### src/rtl/branch_predict_fetch_pc_if.sv
// rtl/branch_predict_fetch_pc_if.sv - fetch PC generator bus: flush/redirect, branch cache search, fetch request, prediction queue
interface branch_predict_fetch_pc_if;
   logic        iFLUSH;
   logic        iREDIRECT_VALID;
   logic [31:0] iREDIRECT_ADDR;
   logic        oSEARCH_STB;
   logic [31:0] oSEARCH_INST_ADDR;
   logic        iSEARCH_VALID;
   logic        iSEARCH_HIT;
   logic        iSEARCH_PREDICT_BRANCH;
   logic [31:0] iSEARCH_ADDR;
   logic        oFETCH_REQ;
   logic [31:0] oFETCH_ADDR;
   logic        oFETCH_PREDICT_TAKEN;
   logic        iFETCH_BUSY;
   logic        oPRED_VALID;
   logic [31:0] oPRED_INST_ADDR;
   logic        oPRED_TAKEN;
   logic [31:0] oPRED_TARGET;
   logic        iPRED_POP;
   logic        oPRED_FULL;

   modport master (
      input  iFLUSH, iREDIRECT_VALID, iREDIRECT_ADDR,
      output oSEARCH_STB, oSEARCH_INST_ADDR,
      input  iSEARCH_VALID, iSEARCH_HIT, iSEARCH_PREDICT_BRANCH, iSEARCH_ADDR,
      output oFETCH_REQ, oFETCH_ADDR, oFETCH_PREDICT_TAKEN,
      input  iFETCH_BUSY,
      output oPRED_VALID, oPRED_INST_ADDR, oPRED_TAKEN, oPRED_TARGET,
      input  iPRED_POP,
      output oPRED_FULL
   );

   modport slave (
      output iFLUSH, iREDIRECT_VALID, iREDIRECT_ADDR,
      input  oSEARCH_STB, oSEARCH_INST_ADDR,
      output iSEARCH_VALID, iSEARCH_HIT, iSEARCH_PREDICT_BRANCH, iSEARCH_ADDR,
      input  oFETCH_REQ, oFETCH_ADDR, oFETCH_PREDICT_TAKEN,
      output iFETCH_BUSY,
      input  oPRED_VALID, oPRED_INST_ADDR, oPRED_TAKEN, oPRED_TARGET,
      output iPRED_POP,
      input  oPRED_FULL
   );
endinterface

### src/rtl/branch_predict_fetch_pc.sv
// rtl/branch_predict_fetch_pc.sv - fetch PC generator with branch cache search and in-order prediction record queue
// Define BRANCH_PREDICT_FETCH_BYPASS_EN to disable prediction: no search strobes, PC always advances by 4.
module branch_predict_fetch_pc #(
   parameter logic [31:0] RESET_PC     = 32'h0000_0000,
   parameter int unsigned PRED_DEPTH_N = 2
)(
   input  logic                       iCLOCK,
   input  logic                       inRESET,
   branch_predict_fetch_pc_if.master  bus
);
   localparam int unsigned             DEPTH     = 1 << PRED_DEPTH_N;
   localparam logic [PRED_DEPTH_N:0]   CNT_DEPTH = (PRED_DEPTH_N + 1)'(DEPTH);
   localparam logic [PRED_DEPTH_N:0]   CNT_ONE   = (PRED_DEPTH_N + 1)'(1);
   localparam logic [31:0]             PC_INIT   = {RESET_PC[31:2], 2'b00};

   typedef enum logic [1:0] {
      ST_INIT   = 2'd0,
      ST_RUN    = 2'd1,
      ST_BUBBLE = 2'd2
   } state_t;

   typedef struct packed {
      logic [31:0] addr;
      logic        taken;
      logic [31:0] target;
   } pred_rec_t;

   state_t                  state_q;
   state_t                  state_d;

   logic [31:0]             b_pc;
   logic                    fetch_req_q;
   logic [31:0]             fetch_addr_q;
   logic                    fetch_taken_q;

   pred_rec_t               rec_mem [DEPTH];
   pred_rec_t               head_rec;
   logic [PRED_DEPTH_N:0]   count_q;
   logic [PRED_DEPTH_N-1:0] head_q;
   logic [PRED_DEPTH_N-1:0] tail_q;

   logic                    disrupt;
   logic                    issue;
   logic                    taken;
   logic                    full;
   logic                    empty;
   logic                    do_pop;
   logic [31:0]             next_pc;
   logic [31:0]             redirect_pc;

   assign full        = (count_q == CNT_DEPTH);
   assign empty       = (count_q == '0);
   assign redirect_pc = {bus.iREDIRECT_ADDR[31:2], 2'b00};

   // Flush/redirect only take effect once out of INIT; the registered fetch
   // request gates issue so a stalled request is never overwritten.
   always_comb begin
      state_d = state_q;
      disrupt = 1'b0;
      issue   = 1'b0;
      unique case (state_q)
         ST_INIT: begin
            state_d = ST_RUN;
         end
         ST_RUN: begin
            disrupt = bus.iFLUSH | bus.iREDIRECT_VALID;
            issue   = !disrupt && !full && (!fetch_req_q || !bus.iFETCH_BUSY);
            if (disrupt) begin
               state_d = ST_BUBBLE;
            end
         end
         ST_BUBBLE: begin
            disrupt = bus.iFLUSH | bus.iREDIRECT_VALID;
            state_d = disrupt ? ST_BUBBLE : ST_RUN;
         end
         default: begin
            state_d = ST_INIT;
         end
      endcase
   end

   always_ff @(posedge iCLOCK or negedge inRESET) begin
      if (!inRESET) begin
         state_q <= ST_INIT;
      end else begin
         state_q <= state_d;
      end
   end

`ifdef BRANCH_PREDICT_FETCH_BYPASS_EN
   logic unused_search;
   assign unused_search   = ^{bus.iSEARCH_VALID, bus.iSEARCH_HIT, bus.iSEARCH_PREDICT_BRANCH,
                              bus.iSEARCH_ADDR, bus.iREDIRECT_ADDR[1:0]};
   assign taken           = 1'b0;
   assign bus.oSEARCH_STB = 1'b0;
   assign next_pc         = b_pc + 32'd4;
`else
   logic unused_low_bits;
   assign unused_low_bits = ^{bus.iSEARCH_ADDR[1:0], bus.iREDIRECT_ADDR[1:0]};
   assign taken           = bus.iSEARCH_VALID & bus.iSEARCH_HIT & bus.iSEARCH_PREDICT_BRANCH;
   assign bus.oSEARCH_STB = issue;
   assign next_pc         = taken ? {bus.iSEARCH_ADDR[31:2], 2'b00} : b_pc + 32'd4;
`endif

   assign bus.oSEARCH_INST_ADDR = b_pc;

   // Flush keeps the PC; redirect loads the resolved target. Both drop any
   // pending fetch request even if the fetch stage is busy.
   always_ff @(posedge iCLOCK or negedge inRESET) begin
      if (!inRESET) begin
         b_pc          <= PC_INIT;
         fetch_req_q   <= 1'b0;
         fetch_addr_q  <= '0;
         fetch_taken_q <= 1'b0;
      end else if (disrupt) begin
         fetch_req_q <= 1'b0;
         if (!bus.iFLUSH) begin
            b_pc <= redirect_pc;
         end
      end else if (issue) begin
         b_pc          <= next_pc;
         fetch_req_q   <= 1'b1;
         fetch_addr_q  <= b_pc;
         fetch_taken_q <= taken;
      end else if (fetch_req_q && !bus.iFETCH_BUSY) begin
         fetch_req_q <= 1'b0;
      end
   end

   assign bus.oFETCH_REQ           = fetch_req_q;
   assign bus.oFETCH_ADDR          = fetch_addr_q;
   assign bus.oFETCH_PREDICT_TAKEN = fetch_taken_q;

   assign do_pop = bus.iPRED_POP && !empty && !disrupt;

   always_ff @(posedge iCLOCK or negedge inRESET) begin
      if (!inRESET) begin
         count_q <= '0;
         head_q  <= '0;
         tail_q  <= '0;
      end else if (disrupt) begin
         count_q <= '0;
         head_q  <= '0;
         tail_q  <= '0;
      end else begin
         if (issue) begin
            tail_q <= tail_q + 1'b1;
         end
         if (do_pop) begin
            head_q <= head_q + 1'b1;
         end
         unique case ({issue, do_pop})
            2'b10:   count_q <= count_q + CNT_ONE;
            2'b01:   count_q <= count_q - CNT_ONE;
            default: count_q <= count_q;
         endcase
      end
   end

   // Issue is blocked while full, so a push never lands on a live entry.
   always_ff @(posedge iCLOCK) begin
      if (issue) begin
         rec_mem[tail_q] <= '{addr: b_pc, taken: taken, target: next_pc};
      end
   end

   assign head_rec            = rec_mem[head_q];
   assign bus.oPRED_VALID     = !empty;
   assign bus.oPRED_INST_ADDR = empty ? '0 : head_rec.addr;
   assign bus.oPRED_TAKEN     = empty ? 1'b0 : head_rec.taken;
   assign bus.oPRED_TARGET    = empty ? '0 : head_rec.target;
   assign bus.oPRED_FULL      = full;
endmodule

### src/flat_wrapper.sv
// flat-port wrapper written by rule: the top's interface ports become plain ports
module branch_predict_fetch_pc_flat 
#(
   parameter logic [31:0] RESET_PC     = 32'h0000_0000,
   parameter int unsigned PRED_DEPTH_N = 2
)
  (iCLOCK, inRESET, bus_iFLUSH, bus_iREDIRECT_VALID, bus_iREDIRECT_ADDR, bus_oSEARCH_STB, bus_oSEARCH_INST_ADDR, bus_iSEARCH_VALID, bus_iSEARCH_HIT, bus_iSEARCH_PREDICT_BRANCH, bus_iSEARCH_ADDR, bus_oFETCH_REQ, bus_oFETCH_ADDR, bus_oFETCH_PREDICT_TAKEN, bus_iFETCH_BUSY, bus_oPRED_VALID, bus_oPRED_INST_ADDR, bus_oPRED_TAKEN, bus_oPRED_TARGET, bus_iPRED_POP, bus_oPRED_FULL);
  branch_predict_fetch_pc_if bus_i ();
  input  logic iCLOCK;
  input  logic inRESET;
  input wire logic [$bits(bus_i.iFLUSH)-1:0] bus_iFLUSH;
  input wire logic [$bits(bus_i.iREDIRECT_VALID)-1:0] bus_iREDIRECT_VALID;
  input wire logic [$bits(bus_i.iREDIRECT_ADDR)-1:0] bus_iREDIRECT_ADDR;
  output wire logic [$bits(bus_i.oSEARCH_STB)-1:0] bus_oSEARCH_STB;
  output wire logic [$bits(bus_i.oSEARCH_INST_ADDR)-1:0] bus_oSEARCH_INST_ADDR;
  input wire logic [$bits(bus_i.iSEARCH_VALID)-1:0] bus_iSEARCH_VALID;
  input wire logic [$bits(bus_i.iSEARCH_HIT)-1:0] bus_iSEARCH_HIT;
  input wire logic [$bits(bus_i.iSEARCH_PREDICT_BRANCH)-1:0] bus_iSEARCH_PREDICT_BRANCH;
  input wire logic [$bits(bus_i.iSEARCH_ADDR)-1:0] bus_iSEARCH_ADDR;
  output wire logic [$bits(bus_i.oFETCH_REQ)-1:0] bus_oFETCH_REQ;
  output wire logic [$bits(bus_i.oFETCH_ADDR)-1:0] bus_oFETCH_ADDR;
  output wire logic [$bits(bus_i.oFETCH_PREDICT_TAKEN)-1:0] bus_oFETCH_PREDICT_TAKEN;
  input wire logic [$bits(bus_i.iFETCH_BUSY)-1:0] bus_iFETCH_BUSY;
  output wire logic [$bits(bus_i.oPRED_VALID)-1:0] bus_oPRED_VALID;
  output wire logic [$bits(bus_i.oPRED_INST_ADDR)-1:0] bus_oPRED_INST_ADDR;
  output wire logic [$bits(bus_i.oPRED_TAKEN)-1:0] bus_oPRED_TAKEN;
  output wire logic [$bits(bus_i.oPRED_TARGET)-1:0] bus_oPRED_TARGET;
  input wire logic [$bits(bus_i.iPRED_POP)-1:0] bus_iPRED_POP;
  output wire logic [$bits(bus_i.oPRED_FULL)-1:0] bus_oPRED_FULL;
  assign bus_i.iFLUSH = bus_iFLUSH;
  assign bus_i.iREDIRECT_VALID = bus_iREDIRECT_VALID;
  assign bus_i.iREDIRECT_ADDR = bus_iREDIRECT_ADDR;
  assign bus_oSEARCH_STB = bus_i.oSEARCH_STB;
  assign bus_oSEARCH_INST_ADDR = bus_i.oSEARCH_INST_ADDR;
  assign bus_i.iSEARCH_VALID = bus_iSEARCH_VALID;
  assign bus_i.iSEARCH_HIT = bus_iSEARCH_HIT;
  assign bus_i.iSEARCH_PREDICT_BRANCH = bus_iSEARCH_PREDICT_BRANCH;
  assign bus_i.iSEARCH_ADDR = bus_iSEARCH_ADDR;
  assign bus_oFETCH_REQ = bus_i.oFETCH_REQ;
  assign bus_oFETCH_ADDR = bus_i.oFETCH_ADDR;
  assign bus_oFETCH_PREDICT_TAKEN = bus_i.oFETCH_PREDICT_TAKEN;
  assign bus_i.iFETCH_BUSY = bus_iFETCH_BUSY;
  assign bus_oPRED_VALID = bus_i.oPRED_VALID;
  assign bus_oPRED_INST_ADDR = bus_i.oPRED_INST_ADDR;
  assign bus_oPRED_TAKEN = bus_i.oPRED_TAKEN;
  assign bus_oPRED_TARGET = bus_i.oPRED_TARGET;
  assign bus_i.iPRED_POP = bus_iPRED_POP;
  assign bus_oPRED_FULL = bus_i.oPRED_FULL;
  branch_predict_fetch_pc #(.RESET_PC(RESET_PC), .PRED_DEPTH_N(PRED_DEPTH_N)) u_core (.iCLOCK(iCLOCK), .inRESET(inRESET), .bus(bus_i));
endmodule
### config.mk
export PLATFORM = sky130hd
export DESIGN_NAME = branch_predict_fetch_pc_flat
export DESIGN_NICKNAME = d
export VERILOG_FILES = /design/src/rtl/branch_predict_fetch_pc_if.sv /design/src/rtl/branch_predict_fetch_pc.sv /design/src/flat_wrapper.sv
export SDC_FILE = /design/constraint.sdc
export NUM_CORES = 1
export LEC_CHECK = 0
export ABC_AREA = 1
export ABC_CLOCK_PERIOD_IN_PS = 8400
export BUFFER_PORTS_ARGS = -buffer_cell sky130_fd_sc_hd__buf_2
export CORE_ASPECT_RATIO = 1.2
export CORE_MARGIN = 2
export CORE_UTILIZATION = 53
export DETAILED_ROUTE_END_ITERATION = 6
export MAX_ROUTING_LAYER = met4
export PLACE_DENSITY = 0.78
export SKIP_LAST_GASP = 1
export SLEW_MARGIN = 0
export SYNTH_ARGS = -nofsm -noshare
export SYNTH_HDL_FRONTEND = slang
export SYNTH_SLANG_ARGS = --single-unit
### constraint.sdc
create_clock -name iCLOCK -period 8.4 [get_ports iCLOCK]
set_input_delay 0 -clock iCLOCK [delete_from_list [all_inputs] [get_ports iCLOCK]]
set_output_delay 0 -clock iCLOCK [all_outputs]
set_load 0.005 [all_outputs]
==> results.md <==
* Status: completed
* H-tree depth at 1
* Hold Crit Start: bus_iSEARCH_ADDR[9]
* Highest routed layer: met4
* Synthesized cell area at 0.0147 mm²
* Wire length on met1 at 15300 µm
* Post-route setup TNS at 0 ns
* R2R cell count at 11
* Mapped Cells at 1449
* Routed via count at 11800
* Diodes inserted at 0
* EDFF count, synth at 260
* Min Tclk post-route at 3.63 ns
* Met2 WL at 19600 µm
* Cts repair resizes at 0
* CTS tree: built
* Dpl hpwl at 24200 µm
* Core Box Area at 0.0272 mm²
* RePlAce Congestion at 0.934
* Reg power frac at 43.1%
* Int Pwr at 0.00359 W
* Clk Latency, worst-skew pair at 0.55 ns
* Tcrit/Tclk final at 43.3%
* Clk pwr share at 23.0%
* CTS Buffer Depth at 3
* Vias per inst at 5.71
* Initial antenna violation count at 1
* Die span in x at 156 µm
* Placed instance area at 0.0159 mm²
* Synth warn at 0
* CP required at 8.82 ns
* Root Buffer: clkbuf_16
* CP Class: input port to flip-flop
* Seq/Total Area, Yosys at 66.0%
* Ys flop type: edfxtp_1
* R2r startpoint: u_core.state_q[0]
* Wire length on met3 at 4100 µm
* Most frequent cells in the layout: nor2_1 (350), edfxtp_1 (260), nand2_1 (227)
* GR Util All Layers at 28.8%
* Vias in the first global route at 11600
* Seq cells post-synth at 335
* Gate power share at 34.0%
* Clk sinks at 335
* FILL cells at 2010
* Worst slew pin tran at 1.08 ns
* Synthesized net count at 1533
* First-pass GRT wire length at 62000 µm
* Worst Hold Endpoint: u_core.rec_mem[3][9]
* WL per Instance at 19.8 µm
* Hold Crit Depth at 3
* Post-CTS Setup Inserts at 0
* P per Cell Area at 327 mW/mm²
* Worst R2R End: u_core.bus.oSEARCH_INST_ADDR[5]
* Area delta synth->final at 20.2%
* Largest net degree at the start of global routing at 100
* Final Core Density at 64.9%
* Arrival time worst endpoint at 4.06 ns
* Worst hold-check path type: input port to flip-flop
* Crit-path max FO at 60
* Setup crit end kind: flip-flop
* Worst-path clk slew at 0.07 ns
* Most common cell after layout, fill and taps aside: nor2_1
* Slew Viols, Final at 0
* # rows at 66
* Total gr overflow at 0
* Nets at 1782
* Port-buffer cells at 202
* Die area at 0.0290 mm²
* Post-route cell area at 0.0176 mm²
* Initial Util at 54.0%
* Synthesized area per cell at 10.1 µm²
* Aggregate routed wire length at 40800 µm
* Switching part of the total power at 37.7%
* Max-Cap Viols at 0
* Netlist cell types at 33
* Max rail drop VDD at 0.352 mV
* Share of flip-flops with an asynchronous set or reset at 22.4%
* Antenna-violating nets left at 0
* # IOs at 207
* Drt first pass iters at 6
* Die height at 186 µm
* Fin. Hold Viols at 0
* Share of cells above drive strength 1 at 17.7%
* RSZ-0062 raised after global routing: false
* Tot Pwr at 0.00577 W
* Endpoints failing setup at 0
* Reg2reg setup slack at 4.79 ns
* Initial drt markers at 1114
* DRC violations left at 0
* Num CTS Buffers at 30
* Critical path launch point type: input port
* Fmax at 0.275 GHz
* Final Skew at 0.0128 ns
* P_leak at 7.24 nW
* Sw Pwr at 0.00218 W
* Slew HR at 28.3%
[what timing repair did]
item / 4_1_cts / 5_1_grt
hold buffers: 78 / 0
endpoints found under the setup margin: 0 / 0
endpoints found under the hold margin: 214 / 0
[power groups by stage]
stage | combinational [W] | sequential, W | clock, W
after CTS | 0.00194 | 0.00247 | 0.00133
after detailed placement | 0.00183 | 0.00250 | 0
after global routing | 0.00217 | 0.00251 | 0.00140
after floorplan | 0.00112 | 0.00239 | 0
final | 0.00196 | 0.00248 | 0.00132
after global placement | 0.00176 | 0.00249 | 0
[synthesized netlist by cell type (10+ instances only)]
cell / n / share of area (%)
o21ai_0: 178 / 6.1
o21ai_1: 17 / 0.58
buf_2: 24 / 0.82
buf_1: 11 / 0.28
nand3_1: 48 / 1.6
ha_1: 10 / 0.85
dfrtp_1: 75 / 13
nand2_1: 227 / 5.8
clkbuf_1: 37 / 0.95
nor2_1: 354 / 9.1
edfxtp_1: 260 / 53
a21oi_1: 75 / 2.6
inv_1: 65 / 1.7
[worst max-delay path: stages]
cell,delay (ns)
dlygate4sd3_1,0.54
buf_2,0.14
nor2_4,0.06
dlygate4sd3_1,0.64
inv_2,0.06
nand2_2,0.05
buf_4,0.54
inv_2,0.30
a21oi_4,0.20
buf_4,0.49
inv_2,0.19
o21ai_0,0.13
o22ai_1,0.10
dlygate4sd3_1,0.58
[metal layers]
layer,vias up,track usage (%)
li1,5383,-
met1,5620,35.6
met2,669,47.0
met3,106,4.89
met4,0,13.4
met5,-,-
[flip-flops by register name, summed over array words and instances (netlist names)]
name / count
u_core.count_q: 3
u_core.bus.oSEARCH_INST_ADDR: 32
u_core.state_q: 2
u_core.tail_q: 2
u_core.bus.oFETCH_PREDICT_TAKEN: 1
u_core.head_q: 2
u_core.bus.oFETCH_REQ: 1
u_core.rec_mem: 260
u_core.bus.oFETCH_ADDR: 32
[layout make-up]
class	count	area (µm²)	share of cell area, %
timing repair buffer	293	1890	10.7
inverter	70	263	1.49
multi-input combinational	968	4430	25.1
tap	340	425	2.41
clock inverter	20	151	0.858
sequential	335	9690	54.9
clock buffer	36	795	4.50
[worst max-delay path by stage]
stage | from | to | slack (ns) | cells past startpoint
after detailed placement | u_core.state_q[0] | u_core.bus.oSEARCH_INST_ADDR[7] | 5.47 | 10
after global routing | bus_iREDIRECT_VALID | u_core.bus.oSEARCH_INST_ADDR[8] | 4.60 | 14
after floorplan | u_core.state_q[1] | u_core.rec_mem[0][0] | 3.99 | 7
final | bus_iREDIRECT_VALID | u_core.bus.oSEARCH_INST_ADDR[5] | 4.77 | 14
after CTS | u_core.state_q[0] | u_core.bus.oSEARCH_INST_ADDR[8] | 4.93 | 11
after global placement | u_core.state_q[0] | u_core.bus.oSEARCH_INST_ADDR[8] | 5.54 | 10
[kinds of logic (layout without fill, tap and decap cells)]
group           Yosys count  after routing  share of synthesized area (%)
compound gates          290            290                           10.2
xor+xnor                  4              4                          0.239
fa+ha+maj                11             11                          0.989
buf+inv                 146            419                           4.07
flops                   335            335                           66.0
simple gates            663            663                           18.5
[through the flow]
step	instances	hold WS (ns)	worst slack, ns
global route	2062	0.0384	4.60
CTS	2062	0.00481	4.93
finish	2062	0.0480	4.77
global placement	1928	0.223	5.54
floorplan	1449	-0.296	3.99
detailed placement	1928	0.227	5.47
Power figures use the tool's default switching activity.
